`src/rtl/slicel_cfg_pkg.sv`:
```
// slicel_cfg_pkg: shared state encoding and chain-geometry helpers for the configuration loader
package slicel_cfg_pkg;
  typedef enum logic [1:0] {IDLE, RUN, SET} state_t;
  function automatic int num_words(input int word_w, input int chain_len);
    return (chain_len + word_w - 1) / word_w;
  endfunction
  function automatic int last_bits(input int word_w, input int chain_len);
    return chain_len - (num_words(word_w, chain_len) - 1) * word_w;
  endfunction
endpackage

```
`src/rtl/cfg_word_serializer.sv`:
```
// cfg_word_serializer: two-slot word buffer that presents configuration bits MSB-first
module cfg_word_serializer #(
  parameter int WORD_W = 32,
  parameter int LAST_BITS = 4
) (
  input  logic              clk,
  input  logic              rst,
  input  logic              clear,
  input  logic              load,
  input  logic [WORD_W-1:0] word,
  input  logic              is_last,
  input  logic              shift,
  output logic              bit_data,
  output logic              bit_valid,
  output logic              empty
);
  localparam int CW = $clog2(WORD_W + 1);
  logic [WORD_W-1:0] shifter, hold;
  logic [CW-1:0] cnt;
  logic hold_last, hold_full, drain;
  assign drain = cnt == '0 || (shift && cnt == CW'(1));
  assign bit_data = shifter[WORD_W-1];
  assign bit_valid = cnt != '0;
  assign empty = !hold_full;
  // refill the shifter from holding (or straight from the input) on the edge it runs dry, so no bubble
  always_ff @(posedge clk or negedge rst)
    if (!rst) begin
      shifter <= '0;
      hold <= '0;
      cnt <= '0;
      hold_last <= 1'b0;
      hold_full <= 1'b0;
    end else if (clear) begin
      shifter <= '0;
      hold <= '0;
      cnt <= '0;
      hold_last <= 1'b0;
      hold_full <= 1'b0;
    end else if (drain) begin
      shifter <= hold_full ? hold : load ? word : '0;
      cnt <= hold_full ? (hold_last ? CW'(LAST_BITS) : CW'(WORD_W)) :
             load ? (is_last ? CW'(LAST_BITS) : CW'(WORD_W)) : '0;
      hold_full <= 1'b0;
    end else begin
      if (shift) begin
        shifter <= shifter << 1;
        cnt <= cnt - 1'b1;
      end
      if (load) begin
        hold <= word;
        hold_last <= is_last;
        hold_full <= 1'b1;
      end
    end
endmodule

```
`src/rtl/slicel_cfg_loader.sv`:
```
// slicel_cfg_loader: streams configuration words into a slice chain, then commits with a set strobe
module slicel_cfg_loader
  import slicel_cfg_pkg::*;
#(
  parameter int WORD_W = 32,
  parameter int CHAIN_LEN = 132
) (
  input  logic              clk,
  input  logic              rst,
  input  logic              start,
  input  logic              abort,
  input  logic [WORD_W-1:0] in_data,
  input  logic              in_valid,
  output logic              in_ready,
  output logic              cfg_shift_en,
  output logic              cfg_shift_data,
  output logic              cfg_set,
  output logic              fabric_cen,
  output logic              busy,
  output logic              done
);
  localparam int NUM_WORDS = num_words(WORD_W, CHAIN_LEN);
  localparam int LAST_BITS = last_bits(WORD_W, CHAIN_LEN);
  localparam int BCW = $clog2(CHAIN_LEN + 1);
  localparam int WCW = $clog2(NUM_WORDS + 1);
  state_t state;
  logic [BCW-1:0] bit_cnt;
  logic [WCW-1:0] word_cnt;
  logic clear, load, shift, bit_data, bit_valid, empty;
  assign in_ready = state == RUN && empty && word_cnt < WCW'(NUM_WORDS);
  assign load = in_ready && in_valid;
  assign shift = state == RUN && bit_valid;
  assign clear = (state == IDLE && start) || (state == RUN && abort);
  assign cfg_shift_en = shift;
  assign cfg_shift_data = shift && bit_data;
  cfg_word_serializer #(.WORD_W(WORD_W), .LAST_BITS(LAST_BITS)) u_ser (
    .clk(clk),
    .rst(rst),
    .clear(clear),
    .load(load),
    .word(in_data),
    .is_last(word_cnt == WCW'(NUM_WORDS - 1)),
    .shift(shift),
    .bit_data(bit_data),
    .bit_valid(bit_valid),
    .empty(empty)
  );
  // pass sequencing: saturating counters, commit strobe, completion pulse and slice clock gating
  always_ff @(posedge clk or negedge rst)
    if (!rst) begin
      state <= IDLE;
      bit_cnt <= '0;
      word_cnt <= '0;
      cfg_set <= 1'b0;
      done <= 1'b0;
      busy <= 1'b0;
      fabric_cen <= 1'b0;
    end else begin
      cfg_set <= 1'b0;
      done <= 1'b0;
      if (clear) begin
        bit_cnt <= '0;
        word_cnt <= '0;
      end else begin
        if (shift && bit_cnt != BCW'(CHAIN_LEN)) bit_cnt <= bit_cnt + 1'b1;
        if (load && word_cnt != WCW'(NUM_WORDS)) word_cnt <= word_cnt + 1'b1;
      end
      case (state)
        IDLE: if (start) begin
          state <= RUN;
          busy <= 1'b1;
          fabric_cen <= 1'b0;
        end
        RUN: if (abort) begin
          state <= IDLE;
          busy <= 1'b0;
        end else if (shift && bit_cnt == BCW'(CHAIN_LEN - 1)) begin
          state <= SET;
          cfg_set <= 1'b1;
        end
        SET: begin
          state <= IDLE;
          busy <= 1'b0;
          done <= 1'b1;
          fabric_cen <= 1'b1;
        end
        default: state <= IDLE;
      endcase
    end
endmodule
```
`config.mk`:
```
export PLATFORM = sky130hd
export DESIGN_NAME = slicel_cfg_loader
export DESIGN_NICKNAME = d
export VERILOG_FILES = /design/src/rtl/slicel_cfg_pkg.sv /design/src/rtl/cfg_word_serializer.sv /design/src/rtl/slicel_cfg_loader.sv
export SDC_FILE = /design/constraint.sdc
export NUM_CORES = 1
export LEC_CHECK = 0
export ABC_AREA = 1
export BUFFER_PORTS_ARGS = -buffer_cell sky130_fd_sc_hd__buf_2
export CORE_MARGIN = 5
export CORE_UTILIZATION = 60
export DETAILED_ROUTE_END_ITERATION = 6
export PLACE_DENSITY = 0.8
export SLEW_MARGIN = 10
export SYNTH_ARGS = -nofsm -noshare
export SYNTH_HDL_FRONTEND = slang
export SYNTH_SLANG_ARGS = --single-unit
```
`constraint.sdc`:
```
create_clock -name clk -period 2.26 [get_ports clk]
set_input_delay 0.678 -clock clk [delete_from_list [all_inputs] [get_ports clk]]
set_output_delay 0.678 -clock clk [all_outputs]
set_load 0.02 [all_outputs]
```
## Yosys cells after proc, flatten, opt, wreduce, memory -nomap -nowiden

Index checks and enable logic that the tools add are counted.

| word-level totals | value |
|---|---|
| bits in registers | 89 |
| bits in latches | 0 |
| memory bits (writable) | 0 |
| ROM bits | 0 |
| bits of input ports | 37 |
| output and inout port bits | 7 |
| word-level logic and storage cells | 93 |
| memories | 0 |

| operators by class | value |
|---|---|
| add/subtract/negate cells | 3 |
| $mul | 0 |
| div/mod/pow operators | 0 |
| order comparisons | 1 |
| eq/ne operators | 11 |
| shift-type cells | 0 |
| multiplexer cells | 38 |
| bitwise operators | 0 |
| reduce and logical (&&, ||, !) cells | 28 |

Operators by type and width:

| kind | count |
|---|---|
| 2-to-1 mux 32 bit | 8 |
| 2-to-1 mux 6 bit | 7 |
| 2-to-1 mux 8 bit | 2 |
| 2-to-1 mux 1 bit | 13 |
| logical AND 1 bit | 11 |
| nonzero test 3 bit | 3 |
| adder 8 x 1 -> 8 bit, second input constant | 1 |
| equality test 8 bit, second input constant | 1 |
| != test 8 bit, second input constant | 1 |
| nonzero test 2 bit | 4 |
| equality test 6 x 1 -> 1 bit, second input constant | 1 |
| zero test 6 bit | 1 |
| 2-to-1 mux 2 bit | 3 |
| 2-to-1 mux 3 bit | 2 |
| != test 2 bit, second input constant | 3 |
| AND reduction 2 bit | 3 |
| nonzero test 6 bit | 1 |
| subtractor 6 x 1 -> 6 bit, second input constant | 1 |
| one-hot mux 2 bit (2 select lines) | 1 |
| adder 3 x 1 -> 3 bit, second input constant | 1 |
| equality test 3 bit, second input constant | 1 |
| < comparator 3 bit, second input constant | 1 |
| != test 3 x 2 -> 1 bit, second input constant | 1 |
| != test 3 bit, second input constant | 1 |
| other kinds (8) | 9 |

## Logic depth before layout (Yosys ltp)

Gate-level depths: netlist of the first run.

| depth | value |
|---|---|
| word-level depth | 8 |
| depth in mapped cells | 13 |
| mapped depth without buffers | 11 |

## Modules after synthesis

A second synthesis of the first run with hierarchy kept.

| second synthesis, totals | value |
|---|---|
| cell total of the unflattened synthesis | 672 |
| area, all modules | 5018.6 µm² |

Modules (own cells, without submodules):

| module | instances | cells an instance | area an instance (µm²) |
|---|---|---|---|
| cfg_word_serializer | 1 | 521 | 3854.9 |
| slicel_cfg_loader | 1 | 151 | 1163.6 |

## Worst setup path after synthesis of the first run

Ideal clock, no wire load.

| timing | value |
|---|---|
| path type | flip-flop to output port |
| from | reg u_ser.cnt[0] |
| to | out cfg_shift_data |
| arrival | 1.175 ns |
| required time | 1.582 ns |
| slack | 0.407 ns |
| stages on the path, launching flop included | 6 |
| path buffers | 0 |
| cells stage by stage | dfrtp_1 > inv_1 > ha_1 > nand3_4 > nand2_4 > nor2_1 |

| on the way | value |
|---|---|
| longest elaborated chain between the ends | 3 |

RTL lines:

| item | RTL line | RTL |
|---|---|---|
| from (decl) | cfg_word_serializer.sv:19 | `logic [CW-1:0] cnt;` |
| from (signal assigned) | cfg_word_serializer.sv:41 | `cnt <= hold_full ? (hold_last ? CW'(LAST_BITS) : CW'(WORD_W)) :` |
| from (signal assigned) | cfg_word_serializer.sv:47 | `cnt <= cnt - 1'b1;` |
| nonzero test 6 bit | cfg_word_serializer.sv:23 | `assign bit_valid = cnt != '0;` |
| logical AND 1 bit | slicel_cfg_loader.sv:32 | `assign shift = state == RUN && bit_valid;` |
| logical AND 1 bit | slicel_cfg_loader.sv:35 | `assign cfg_shift_data = shift && bit_data;` |
| to (decl) | slicel_cfg_loader.sv:16 | `output logic cfg_shift_data,` |

Every way passes these cells.

## Worst setup path in the final report of the first run

| timing | value |
|---|---|
| from | reg u_ser.cnt[0] |
| to | out cfg_shift_en |

| on the way | value |
|---|---|
| longest elaborated chain between the ends | 2 |

RTL lines:

| item | RTL line | RTL |
|---|---|---|
| nonzero test 6 bit | cfg_word_serializer.sv:23 |  |
| logical AND 1 bit | slicel_cfg_loader.sv:32 |  |
| to (decl) | slicel_cfg_loader.sv:15 | `output logic cfg_shift_en,` |

Every way passes these cells.

==> results of run 1 <==
-- final cells by class --
| cell class | count | share of cell area (%) |
|---|---|---|
| clock buffers | 9 | 2.08 |
| clock inverters | 7 | 1.58 |
| inverters | 61 | 4.06 |
| multi-input cells | 495 | 45.1 |
| flip-flops and latches | 89 | 37.5 |
| well taps | 108 | 2.27 |
| repair buffers | 67 | 7.47 |
-- registers in the layout, summed over array words and instances, names as in the netlist, 2 cells and up --
register       count
word_cnt           3
state              2
u_ser.shifter     32
bit_cnt            8
u_ser.cnt          6
u_ser.hold        32
-- cell families after synthesis --
kind of cell,count (synthesis),synth area share [%]
buffers and inverters,101,9.25
AOI/OAI and AO/OA,87,10.2
DFF,89,41.6
and+or+nand+nor,390,35.2
xor gates and xnor gates,6,0.981
adders and majority gates,12,2.80
-- power groups by stage --
stage / combinational (µW) / clock [µW] / sequential (µW)
3_3_place_gp: 4290 / 0 / 2570
6_report: 4740 / 1230 / 2600
2_1_floorplan: 3810 / 0 / 2530
4_1_cts: 4490 / 1250 / 2580
3_5_place_dp: 4440 / 0 / 2600
5_1_grt: 5260 / 1320 / 2670
-- metal layers --
layer,global-route usage [%],part of all wire (%)
met5,0,0
met4,6.75,2.2
met3,3.72,5.8
met2,37.2,48
met1,30.8,44
-- worst max-delay path, stage by stage, from the launching register on --
cell	delay, ps
dfrtp_1	410
inv_2	120
ha_4	180
nand3_4	130
nand2_8	130
inv_2	50
buf_2	150
-- Yosys cell counts, types with 5 or more instances --
cell type	count	area [µm²]
nand3b_1	31	233
nand3_1	87	435
buf_2	14	70.1
buf_4	6	45.0
xor2_1	5	43.8
a21oi_1	9	45.0
o21ai_1	6	30.0
clkbuf_1	14	52.6
nand2_2	31	194
nor2_1	105	394
nand2_1	114	428
inv_1	55	206
ha_1	12	150
o21ai_0	41	205
dfrtp_1	89	2230
a21oi_2	27	236
-- stage by stage --
stage                     setup TNS [ps]  instance area [µm²]
after floorplan                        0                 5360
after global placement                 0                 5590
after CTS                              0                 5830
after global routing               -43.7                 5950
final                                  0                 5950
after detailed placement               0                 5590
-- what timing repair did --
item | CTS | global route
endpoints found under the hold margin | 0 | 0
pin swaps | 0 | 3
buffers inserted | 0 | 10
gates resized for setup | 6 | 8
setup endpoints to repair | 3 | 3
-- worst paths after layout --
kind                       depth (start not counted)  slack (ps)                    startpoint                       endpoint
min reg2reg                                        2         510  u_ser.shifter[0]$_DFFE_PN0P_   u_ser.shifter[0]$_DFFE_PN0P_
min                                                1         210                           rst      u_ser.hold[9]$_DFFE_PN0P_
min in group clk                                   2         510  u_ser.shifter[0]$_DFFE_PN0P_   u_ser.shifter[0]$_DFFE_PN0P_
max in group asynchronous                          2        1330                           rst  u_ser.shifter[29]$_DFFE_PN0P_
max reg2reg                                       11         180          state[1]$_DFFE_PN0P_     u_ser.hold[13]$_DFFE_PN0P_
max                                                6          40      u_ser.cnt[0]$_DFFE_PN0P_                   cfg_shift_en
==> flow_summary.yaml, run 1 <==
global_route:
  grt_pass1_wl_mm: 20.8
  grt_pass1_vias: 4458
  grt_start_max_net_pins: 65
  antenna_found_initial: 0
  grt_overflow_total: 0
  grt_usage_pct: 22.6
sta:
  finalWorstSetupSlack_ps: 44.0
  slew_viol_final: 0
  fmax_mhz: 451
  setup_violations: 0
  worst_slew_pin_slew_ps: 468
  min_period_ps: 2220
  skew_ps: 16.0
  finalHoldViolCount: 0
  whs_ps: 214
  fin_crit_sh_pct: 98.1
  slew_headroom_pct: 68.8
clock_tree:
  cts_tree: "done"
  insertion_delay_ps: 370
  cts_num_sinks: 89
  clockRootBuffer: "clkbuf_8"
  cts-hold-fix-buffers: 0
  htree_levels: 3
  cts_buffers: 9
  clk_path_buf_depth: 2
  clk_pin_slew_worst_paths_ps: 90
yosys:
  ys_warn_count: 0
  ys_seq_area_share_pct: 41.6
  synth_edf_count: 0
  synthFlopType: "dfrtp_1"
  ys_types: 38
  async_reset_ff_share_pct: 100
  syn_area_per_cell_um2: 7.82
  syn_nets: 734
  ys_ff_latch: 89
  syn_area_um2: 5360
  syn_inst: 685
route:
  via_count: 4719
  wl_mm: 12.5
  drtAntennaViolNets: 0
  detail_route.wl_per_cell_um: 14.9
  drtPass1Iterations: 5
  routed_via_density: 5.64
  post-route-drc-count: 0
  first_iter_violations: 272
die:
  dieWidth_um: 105
  initial_utilization_pct: 61.4
  die_y_um: 105
  die_area_um2: 10900
  rows: 34
  io_pins: 44
  core_area_um2: 8720
final_layout:
  diodes: 0
  drive_gt1_share_pct: 22.9
  regArea_um2: 2230
  fin_util_pct: 68.2
  final_common_cell: "nand2_1"
  finalNonFillerCells: 836
  multi_input_area_um2: 2680
  final_cell_mix: "nand2_1 (114), nor2_1 (104), dfrtp_1 (89)"
  nets: 772
  syn2layout_area_growth_pct: 11.0
  fill_cells: 693
power_and_ir_drop:
  power_uw: 8560
  p_sw_share_pct: 46.9
  p_comb_share_pct: 55.3
  clkPwrFrac_pct: 14.3
  ir_drop_v: 0.00107
  power.density_nw_per_um2: 1440
  internal_power_uw: 4550
  seq_power_share_pct: 30.3
  p_leak_uw: 0.00308
  netSwitchingPower_uw: 4010
placed_design:
  dp_slack_ps: 142
  dp.cells: 810
  port_buffers: 43
  hpwl_mm: 7.86
  place_congestion: 0.889
critical_path:
  critical_path.max_fanout: 7
  cp-start-kind: "register"
  end_kind: "output port"
  critPathRequiredTime_ps: 1580
  critical_path_class: "reg -> out"
  arrival_ps: 1540
run_status:
  status: "completed"
min_path:
  hold_path.class: "in -> async"
run:
  maxCapViolCount: 0
(Power assumes the default switching activity.)
==> run 2, diff against run 1 <==
--- a/config.mk
+++ b/config.mk
@@ -9,8 +9,9 @@
 export BUFFER_PORTS_ARGS = -buffer_cell sky130_fd_sc_hd__buf_2
 export CORE_MARGIN = 5
-export CORE_UTILIZATION = 60
+export CORE_UTILIZATION = 62
+export CTS_BUF_LIST = sky130_fd_sc_hd__clkbuf_8
 export DETAILED_ROUTE_END_ITERATION = 6
-export PLACE_DENSITY = 0.8
-export SLEW_MARGIN = 10
+export PLACE_DENSITY = 0.82
+export SLEW_MARGIN = 40
 export SYNTH_ARGS = -nofsm -noshare
 export SYNTH_HDL_FRONTEND = slang
==> constraint.sdc (replaced) <==
create_clock -name clk -period 2.26 [get_ports clk]
set_input_delay 0.113 -clock clk [delete_from_list [all_inputs] [get_ports clk]]
set_output_delay 0.113 -clock clk [all_outputs]
set_load 0.02 [all_outputs]
==> flow_summary.yaml, run 2 (synthesis gave the netlist of run 1 again) <==
route:
  routed_via_density: 5.59
  post-route-drc-count: 0
  wl_mm: 12.6
  first_iter_violations: 267
  via_count: 4744
  detail_route.wl_per_cell_um: 14.8
  drtPass1Iterations: 5
  drtAntennaViolNets: 0
placed_design:
  hpwl_mm: 7.96
  post_dp_cell_area_um2: 5570
  place_congestion: 0.849
  port_buffers: 43
  dp_slack_ps: 210
sta:
  finalWorstSetupSlack_ps: 146
  skew_ps: 17.0
  rsz0062_at_grt: "no"
  finalHoldViolCount: 1
  worst_slew_pin_slew_ps: 644
  fmax_mhz: 473
  fin_crit_sh_pct: 93.6
  setup_violations: 0
  slew_headroom_pct: 57.1
  setup_tns_ps: 0
  min_period_ps: 2110
  whs_ps: -3.62
  slew_viol_final: 0
power_and_ir_drop:
  power.density_nw_per_um2: 1390
  p_comb_share_pct: 54.1
  p_sw_share_pct: 46.8
  netSwitchingPower_uw: 3920
  power_uw: 8380
  clkPwrFrac_pct: 15.1
  seq_power_share_pct: 30.9
  ir_drop_v: 0.000787
  internal_power_uw: 4460
  p_leak_uw: 0.00313
global_route:
  grt_pass1_vias: 4636
  grt_start_max_net_pins: 65
  grt_usage_pct: 25.5
  antenna_found_initial: 0
  grt_overflow_total: 0
  grt_pass1_wl_mm: 21.6
critical_path:
  crit_slowest_cell: "dfrtp_1"
  critPathRequiredTime_ps: 2150
  slowest_delay_ps: 410
  reg2regPathDepth: 10
  cp-start-kind: "register"
  critical_path_class: "reg -> out"
  arrival_ps: 2000
  end_kind: "output port"
  critical_path.max_fanout: 33
  worstPathCellList: "inv_1, ha_1, buf_4, nand2_4, nor2_1, buf_2"
final_layout:
  drive_gt1_share_pct: 20.0
  fin_area_um2: 6040
  fin_util_pct: 70.7
  fill_cells: 684
  reg.largest.list: "u_ser.hold (32), u_ser.shifter (32), bit_cnt (8)"
  final_common_cell: "nand2_1"
  syn2layout_area_growth_pct: 12.7
  diodes: 0
  nets: 785
  final_cell_mix: "nand2_1 (114), nor2_1 (105), dfrtp_1 (89)"
clock_tree:
  postCtsSetupBuffers: 0
  clk_pin_slew_worst_paths_ps: 100
  cts_buffers: 9
  cts_tree: "done"
  insertion_delay_ps: 360
  clockRootBuffer: "clkbuf_8"
  cts_num_sinks: 89
  htree_levels: 3
  clk_path_buf_depth: 2
run_status:
  violations: "hold timing"
  status: "finished, violations left"
die:
  die_y_um: 103
  die_area_um2: 10600
  rows: 34
  initial_utilization_pct: 62.7
  core_area_um2: 8550
  dieWidth_um: 103
  io_pins: 44
min_path:
  hold_path.class: "in -> reg"
  hold_path_depth: 3
run:
  maxCapViolCount: 0
## run 2: through the flow
| stage | std cells | hold WS, ps |
|---|---|---|
| 3_5_place_dp | 809 | 178 |
| 6_report | 849 | -3.62 |
| 4_1_cts | 849 | 1.14 |
| 2_1_floorplan | 685 | -183 |
| 3_3_place_gp | 809 | 175 |
| 5_1_grt | 849 | 13.8 |
## run 2: power by group through the flow
stage	registers, µW	clock network (µW)	logic (µW)
2_1_floorplan	2530	0	3810
5_1_grt	2650	1340	5020
3_5_place_dp	2600	0	4430
6_report	2590	1260	4530
3_3_place_gp	2560	0	4280
4_1_cts	2580	1270	4510
## run 2: layer usage
layer / vias up / wire (µm) / track usage [%] / part of all wire (%)
met5: - / 0 / 0 / 0
li1: 2303 / - / - / -
met4: 0 / 199 / 9.06 / 1.6
met1: 2273 / 5440 / 33.1 / 43
met2: 147 / 6260 / 43.7 / 50
met3: 21 / 691 / 3.38 / 5.5
## run 2: layout make-up
type                       count  area [µm²]  area share, %
inverter                      61         241           4.00
multi-input combinational    495        2640           43.6
sequential                    89        2230           36.9
clock inverter                 5        78.8           1.30
clock buffer                  11         151           2.51
tap                          108         135           2.24
timing repair buffer          80         572           9.46
## run 2: what timing repair did
| item | 4_1_cts | 5_1_grt |
|---|---|---|
| hold buffers | 24 | 0 |
| gates resized for setup | 0 | 1 |
| setup endpoints to repair | 0 | 1 |
| hold endpoints to repair | 69 | 0 |
## run 2: worst paths after layout
kind	startpoint	to	slack (ps)
min in group asynchronous	rst	u_ser.hold[8]$_DFFE_PN0P_	310
setup / recovery	state[1]$_DFFE_PN0P_	cfg_shift_data	150
max in group asynchronous	rst	u_ser.shifter[21]$_DFFE_PN0P_	1220
hold / removal	in_data[23]	u_ser.hold[23]$_DFFE_PN0P_	-4
hold reg to reg	u_ser.shifter[0]$_DFFE_PN0P_	u_ser.shifter[0]$_DFFE_PN0P_	480
setup reg to reg	state[1]$_DFFE_PN0P_	u_ser.hold_last$_DFFE_PN0P_	200
## run 2: critical path: cells and delay by family, from the launching register on
family / cells / cell delay (ps)
and+or+nand+nor: 2 / 260
DFF: 1 / 410
buffers and inverters: 3 / 700
adders and majority gates: 1 / 260
